$ cat src/rtl/rf_pkg.sv
// Shared widths and the queued write entry for the register-file write queue.
package rf_pkg;
  localparam int REG_ADDR_W = 5;
  localparam int REG_DATA_W = 32;

  typedef struct packed {
    logic [REG_ADDR_W-1:0] rd;
    logic [REG_DATA_W-1:0] wd;
  } wq_entry_t;
endpackage

$ cat src/rtl/wq_fifo.sv
// Storage, pointers and occupancy for the write queue. It accepts up to two
// enqueues per cycle (enq0 older than enq1) and dequeues one entry every cycle while non-empty.
module wq_fifo
  import rf_pkg::*;
#(
  parameter int DEPTH = 4,
  localparam int PW = $clog2(DEPTH),
  localparam int CW = PW + 1
) (
  input  logic          clk,
  input  logic          rstn,
  input  logic          enq0_vld,
  input  wq_entry_t     enq0,
  input  logic          enq1_vld,
  input  wq_entry_t     enq1,
  output wq_entry_t     head,
  output logic [CW-1:0] count,
  output logic [PW-1:0] rd_ptr,
  output wq_entry_t     ent [DEPTH]
);
  logic [PW-1:0] wr_ptr_reg, rd_ptr_reg, wa1;
  logic [CW-1:0] count_reg, n_enq;
  logic          deq;
  wq_entry_t     mem_reg [DEPTH];

  assign deq   = (count_reg != '0);
  assign n_enq = CW'(enq0_vld) + CW'(enq1_vld);
  assign wa1   = wr_ptr_reg + PW'(enq0_vld);

  always_ff @(posedge clk or negedge rstn) begin
    if (!rstn) begin
      count_reg  <= '0;
      wr_ptr_reg <= '0;
      rd_ptr_reg <= '0;
    end else begin
      count_reg  <= count_reg + n_enq - CW'(deq);
      wr_ptr_reg <= wr_ptr_reg + PW'(n_enq);
      rd_ptr_reg <= rd_ptr_reg + PW'(deq);
    end
  end

  // Entry storage is deliberately not reset; occupancy alone defines validity.
  always_ff @(posedge clk) begin
    if (enq0_vld) mem_reg[wr_ptr_reg] <= enq0;
    if (enq1_vld) mem_reg[wa1] <= enq1;
  end

  genvar gi;
  generate
    for (gi = 0; gi < DEPTH; gi++) begin : g_ent
      assign ent[gi] = mem_reg[gi];
    end
  endgenerate

  assign head   = mem_reg[rd_ptr_reg];
  assign count  = count_reg;
  assign rd_ptr = rd_ptr_reg;
endmodule

$ cat src/rtl/rf_write_queue.sv
// Two-source (load, ALU) register-file write queue with one write per cycle.
// Optional pending-write bypass lookup is built when RF_WQ_BYPASS_EN is defined.
module rf_write_queue
  import rf_pkg::*;
#(
  parameter int DEPTH = 4
) (
  input  logic                  clk,
  input  logic                  rstn,
  input  logic                  ld_vld,
  input  logic [REG_ADDR_W-1:0] ld_rd,
  input  logic [REG_DATA_W-1:0] ld_wd,
  output logic                  ld_rdy,
  input  logic                  alu_vld,
  input  logic [REG_ADDR_W-1:0] alu_rd,
  input  logic [REG_DATA_W-1:0] alu_wd,
  output logic                  alu_rdy,
  output logic                  rf_wr,
  output logic [REG_ADDR_W-1:0] rf_a3,
  output logic [REG_DATA_W-1:0] rf_wd,
  input  logic [REG_ADDR_W-1:0] byp_a,
  output logic                  byp_hit,
  output logic [REG_DATA_W-1:0] byp_d
);
  localparam int PW = $clog2(DEPTH);
  localparam int CW = PW + 1;

  logic [CW-1:0] count, free_slots;
  logic [PW-1:0] rd_ptr;
  logic          ld_take, alu_take;
  wq_entry_t     ld_ent, alu_ent, head;
  wq_entry_t     ent [DEPTH];

  assign free_slots = CW'(DEPTH) - count;
  assign ld_rdy     = (count < CW'(DEPTH));
  // A load with rd=0 is accepted but consumes no slot, so it does not block the ALU.
  assign ld_take    = ld_vld & ld_rdy & (ld_rd != '0);
  assign alu_rdy    = (free_slots >= (CW'(1) + CW'(ld_take)));
  assign alu_take   = alu_vld & alu_rdy & (alu_rd != '0);

  assign ld_ent  = '{rd: ld_rd, wd: ld_wd};
  assign alu_ent = '{rd: alu_rd, wd: alu_wd};

  wq_fifo #(.DEPTH(DEPTH)) u_fifo (
    .clk      (clk),
    .rstn     (rstn),
    .enq0_vld (ld_take | alu_take),
    .enq0     (ld_take ? ld_ent : alu_ent),
    .enq1_vld (ld_take & alu_take),
    .enq1     (alu_ent),
    .head     (head),
    .count    (count),
    .rd_ptr   (rd_ptr),
    .ent      (ent)
  );

  assign rf_wr = (count != '0);
  assign rf_a3 = rf_wr ? head.rd : '0;
  assign rf_wd = rf_wr ? head.wd : '0;

`ifdef RF_WQ_BYPASS_EN
  wq_entry_t       ord [DEPTH];
  logic [DEPTH-1:0] match;

  genvar gi;
  generate
    for (gi = 0; gi < DEPTH; gi++) begin : g_byp
      // ord[0] is the head (oldest); higher offsets are younger.
      assign ord[gi]   = ent[rd_ptr + PW'(gi)];
      assign match[gi] = (CW'(gi) < count) && (ord[gi].rd == byp_a) && (byp_a != '0);
    end
  endgenerate

  always_comb begin
    byp_hit = 1'b0;
    byp_d   = '0;
    for (int k = 0; k < DEPTH; k++) begin
      if (match[k]) begin
        byp_hit = 1'b1;
        byp_d   = ord[k].wd;
      end
    end
  end
`else
  logic unused_byp;
  always_comb begin
    unused_byp = ^{byp_a, rd_ptr};
    for (int k = 0; k < DEPTH; k++) unused_byp = unused_byp ^ (^ent[k]);
  end

  assign byp_hit = 1'b0;
  assign byp_d   = '0;
`endif
endmodule

$ cat config.mk
export PLATFORM = sky130hd
export DESIGN_NAME = rf_write_queue
export DESIGN_NICKNAME = d
export VERILOG_FILES = /design/src/rtl/rf_pkg.sv /design/src/rtl/wq_fifo.sv /design/src/rtl/rf_write_queue.sv
export SDC_FILE = /design/constraint.sdc
export NUM_CORES = 1
export LEC_CHECK = 0
export CAP_MARGIN = 0
export CORE_MARGIN = 4
export CORE_UTILIZATION = 45
export DETAILED_ROUTE_END_ITERATION = 10
export GPL_TIMING_DRIVEN = 0
export PLACE_DENSITY = 0.7
export RECOVER_POWER = 100
export SLEW_MARGIN = 10
export SYNTH_ARGS = -nofsm -noshare
export SYNTH_HDL_FRONTEND = slang
export SYNTH_SLANG_ARGS = --single-unit
$ cat constraint.sdc
create_clock -name clk -period 8 [get_ports clk]
set_input_delay 1.6 -clock clk [delete_from_list [all_inputs] [get_ports clk]]
set_output_delay 1.6 -clock clk [all_outputs]
set_load 0.02 [all_outputs]
==> impl_metrics.py <==
metrics = {
    "run_status": {
        "status": "finished with violations",
        "violations": "max-capacitance violations, max-slew violations",
    },
    "clock_network": {
        "clock_path_buffers": 2,
        "ctsHtreeMaxLevel": 4,
        "cts-resized-gates": 0,
        "numCtsBuffers": 17,
        "cts_sinks": 155,
        "postCtsSetupRepairBufs": 0,
        "cts.clk_slew.worst_paths_ns": 0.06,
        "cts_root_buf": "clkbuf_16",
        "cts_tree": "built",
        "clk_latency_ns": 0.42,
        "hold_buffers": 0,
    },
    "global_route": {
        "grt.total_usage_pct": 17.88,
        "grt_pass1_vias": 5332,
        "antenna_found_initial": 0,
        "grt_max_degree": 38,
        "grt_pass1_wl_um": 29420,
        "grt_overflow": 0,
    },
    "placed_design": {
        "dp_hpwl_um": 13240,
        "dpl.cell_count": 913,
        "gp_congestion": 0.7282,
        "io_buffers": 117,
        "preCtsSetupSlack_ns": 1.399,
    },
    "power": {
        "p_leak_uw": 0.003798,
        "pwr-share-clk_pct": 17.1,
        "p_comb_share_pct": 50.7,
        "p_sw_uw": 1606,
        "internal_power_uw": 2889,
        "seqPwrFrac_pct": 32.2,
        "p_sw_share_pct": 35.72,
        "power_density_nw_per_um2": 424.7,
        "vdd_drop_max_uv": 194.0,
    },
    "detailed_routing": {
        "ant_nets": 0,
        "drc": 0,
        "firstDrtPassIters": 4,
        "dr.first_iter.drc_count": 296,
        "drt_wl_total_um": 19480,
        "via_count": 4834,
        "wl_per_cell_um": 20.61,
        "routed_via_density": 5.115,
    },
    "min_path": {
        "hp-class": "flop to flop",
        "hold_end": "u_fifo.rd_ptr[0]$_DFF_PN0_",
        "hp-start": "u_fifo.rd_ptr[0]$_DFF_PN0_",
        "whs_path_depth": 1,
    },
    "yosys": {
        "synth_commonest_cells": "148 x edfxtp_1, 116 x mux2_4, 37 x and2_1, 37 x mux4_2, 33 x buf_4",
        "async_flop_share_pct": 4.516,
        "synth-seq-area-share_pct": 52.70,
        "syn_area_per_cell_um2": 17.60,
        "synth_edf_count": 148,
        "yosysTopAreaCell": "edfxtp_1",
        "yosysMostFrequentCell": "edfxtp_1",
        "synthesis.area_um2": 8766,
        "yosysWarnings": 0,
        "syn_inst": 498,
        "ys_ff_latch": 155,
        "netlist.area_leader.share_pct": 50.70,
        "yosysUniqueCellTypes": 36,
        "yosys-top-cells-area": "edfxtp_1 51%, mux2_4 20%, mux4_2 9.5%",
        "ys.flop_type": "edfxtp_1",
    },
    "sta": {
        "finalHoldViolCount": 0,
        "tightest_slew_ns": 1.543,
        "drv_slew": 16,
        "period_minus_slack_ns": 6.902,
        "rsz0062_at_grt": "false",
        "holdWs_ns": 0.5031,
        "finClkSkew_ns": 0.005670,
        "timing.fmax_mhz": 144.9,
        "finalCritPeriodShare_pct": 86.27,
        "setup_ws_ns": 1.098,
        "setup_viol": 0,
        "max-slew-margin-rel_pct": -3.212,
    },
    "setup_path": {
        "worstPathRequired_ns": 8.17,
        "worstSetupEndpointType": "flop",
        "reg2reg_from": "u_fifo.count[0]$_DFF_PN0_",
        "startpoint_type": "input port",
        "rr_worst_depth": 19,
        "critical_path_arrival_ns": 7.07,
        "regToRegSetupSlack_ns": 2.82,
        "critPathLaunch": "ld_rd[3]",
        "crit_type": "input port to flop",
        "timing.rr.end": "u_fifo.mem_reg[2][11]$_DFFE_PP_",
        "crit_fanout": 10,
    },
    "finish": {
        "n_antenna_cell": 0,
        "n_fill_cell": 1608,
        "post-route-util_pct": 55.83,
        "nNetsFinal": 770,
        "fin_cells": 945,
        "largest_reg_flops": 148,
        "drive_gt1_share_pct": 24.23,
        "syn_to_final_growth_pct": 20.72,
    },
    "die": {
        "die_w_um": 147.6,
        "ios": 156,
        "die_y_um": 147.6,
        "start_util_pct": 46.24,
        "design.die.area_um2": 21780,
        "coreArea_um2": 18960,
        "row_count": 50,
    },
    "job": {
        "cap_violations": 2,
    },
}
-- power by group through the flow --
stage,Clock [uW],Combinational [uW],Sequential (uW)
after floorplan,0,1690,1450
after global placement,0,2490,1480
after detailed placement,0,2620,1470
after CTS,775,2620,1450
after global routing,818,2450,1480
final,769,2280,1450
-- cells in the final DEF (no fill, tap or decap), types with 3 or more instances in the layout --
| cell type | count |
|---|---|
| clkbuf_16 | 17 |
| conb_1 | 33 |
| and2_1 | 37 |
| mux2_4 | 18 |
| buf_8 | 4 |
| mux2_2 | 28 |
| ha_1 | 14 |
| nor2_1 | 6 |
| clkinv_2 | 4 |
| o22ai_1 | 4 |
| clkinvlp_4 | 4 |
| clkbuf_1 | 18 |
| xnor2_1 | 5 |
| edfxtp_1 | 148 |
| clkdlybuf4s50_1 | 79 |
| dlygate4sd3_1 | 38 |
| dfrtp_1 | 7 |
| mux4_2 | 37 |
| buf_12 | 3 |
| mux2_1 | 98 |
| inv_1 | 13 |
| buf_4 | 33 |
| buf_6 | 6 |
-- critical path, stage by stage --
cell and delay, ns:
dlygate4sd3_1 0.60, or4_2 0.68, nor2_1 0.52, nor2_1 0.17
inv_1 0.16, ha_1 0.24, o21ai_0 0.15, nand3b_1 0.14
o211ai_1 0.13, ha_1 0.23, inv_1 0.09, ha_1 0.24
xnor2_1 0.29, nor2_1 0.15, nor3_4 0.55, clkbuf_1 0.76
mux2_4 0.36
-- worst max-delay path by stage --
stage	slack, ns	to
after global routing	0.79	u_fifo.mem_reg[2][11]$_DFFE_PP_
after floorplan	1.29	u_fifo.mem_reg[0][0]$_DFFE_PP_
after detailed placement	1.40	u_fifo.mem_reg[1][16]$_DFFE_PP_
final	1.10	u_fifo.mem_reg[2][11]$_DFFE_PP_
after global placement	-1.98	u_fifo.mem_reg[0][17]$_DFFE_PP_
after CTS	1.85	u_fifo.mem_reg[1][16]$_DFFE_PP_
-- per-layer routing --
layer | track usage, % | routed length, um | up-vias
met2 | 32.44 | 10180 | 159
met3 | 3.801 | 1097 | 25
met5 | 0 | 0 | -
met1 | 21.24 | 7879 | 2432
li1 | - | - | 2218
met4 | 5.638 | 316 | 0
-- final cells by class --
type                            instances  area (um^2)  area share (%)
Buffer                                 58        436.7           4.126
Sequential cell                       155         4619           43.65
Timing Repair Buffer                  123         1239           11.70
Clock buffer                           19        432.9           4.091
Tap cell                              260        325.3           3.074
Inverter                               13        48.80          0.4611
Clock inverter                         13        126.4           1.194
Multi-Input combinational cell        304         3354           31.70
-- cell families (layout without fill, tap and decap cells) --
logic type	count (synthesis)	in the layout	share of synthesized area, %
AO/OA/AOI/OAI	12	12	0.9991
XOR/XNOR	7	7	0.6994
adder cells (fa/ha/maj)	15	15	2.227
buffers and inverters	71	226	5.852
flip-flops	155	155	52.70
multiplexers	181	181	32.97
other	1	33	0.04278
AND/OR/NAND/NOR	56	56	4.510
-- stage by stage --
step                      area, um^2  power, uW  TNS, ns
final                          10580       4495        0
after global routing           10580       4746        0
after CTS                      11080       4849        0
after detailed placement       10520       4083        0
after global placement         10380       3970  -140.70
after floorplan                 8886       3143        0
No activity file was read; power rests on OpenSTA's default activity.
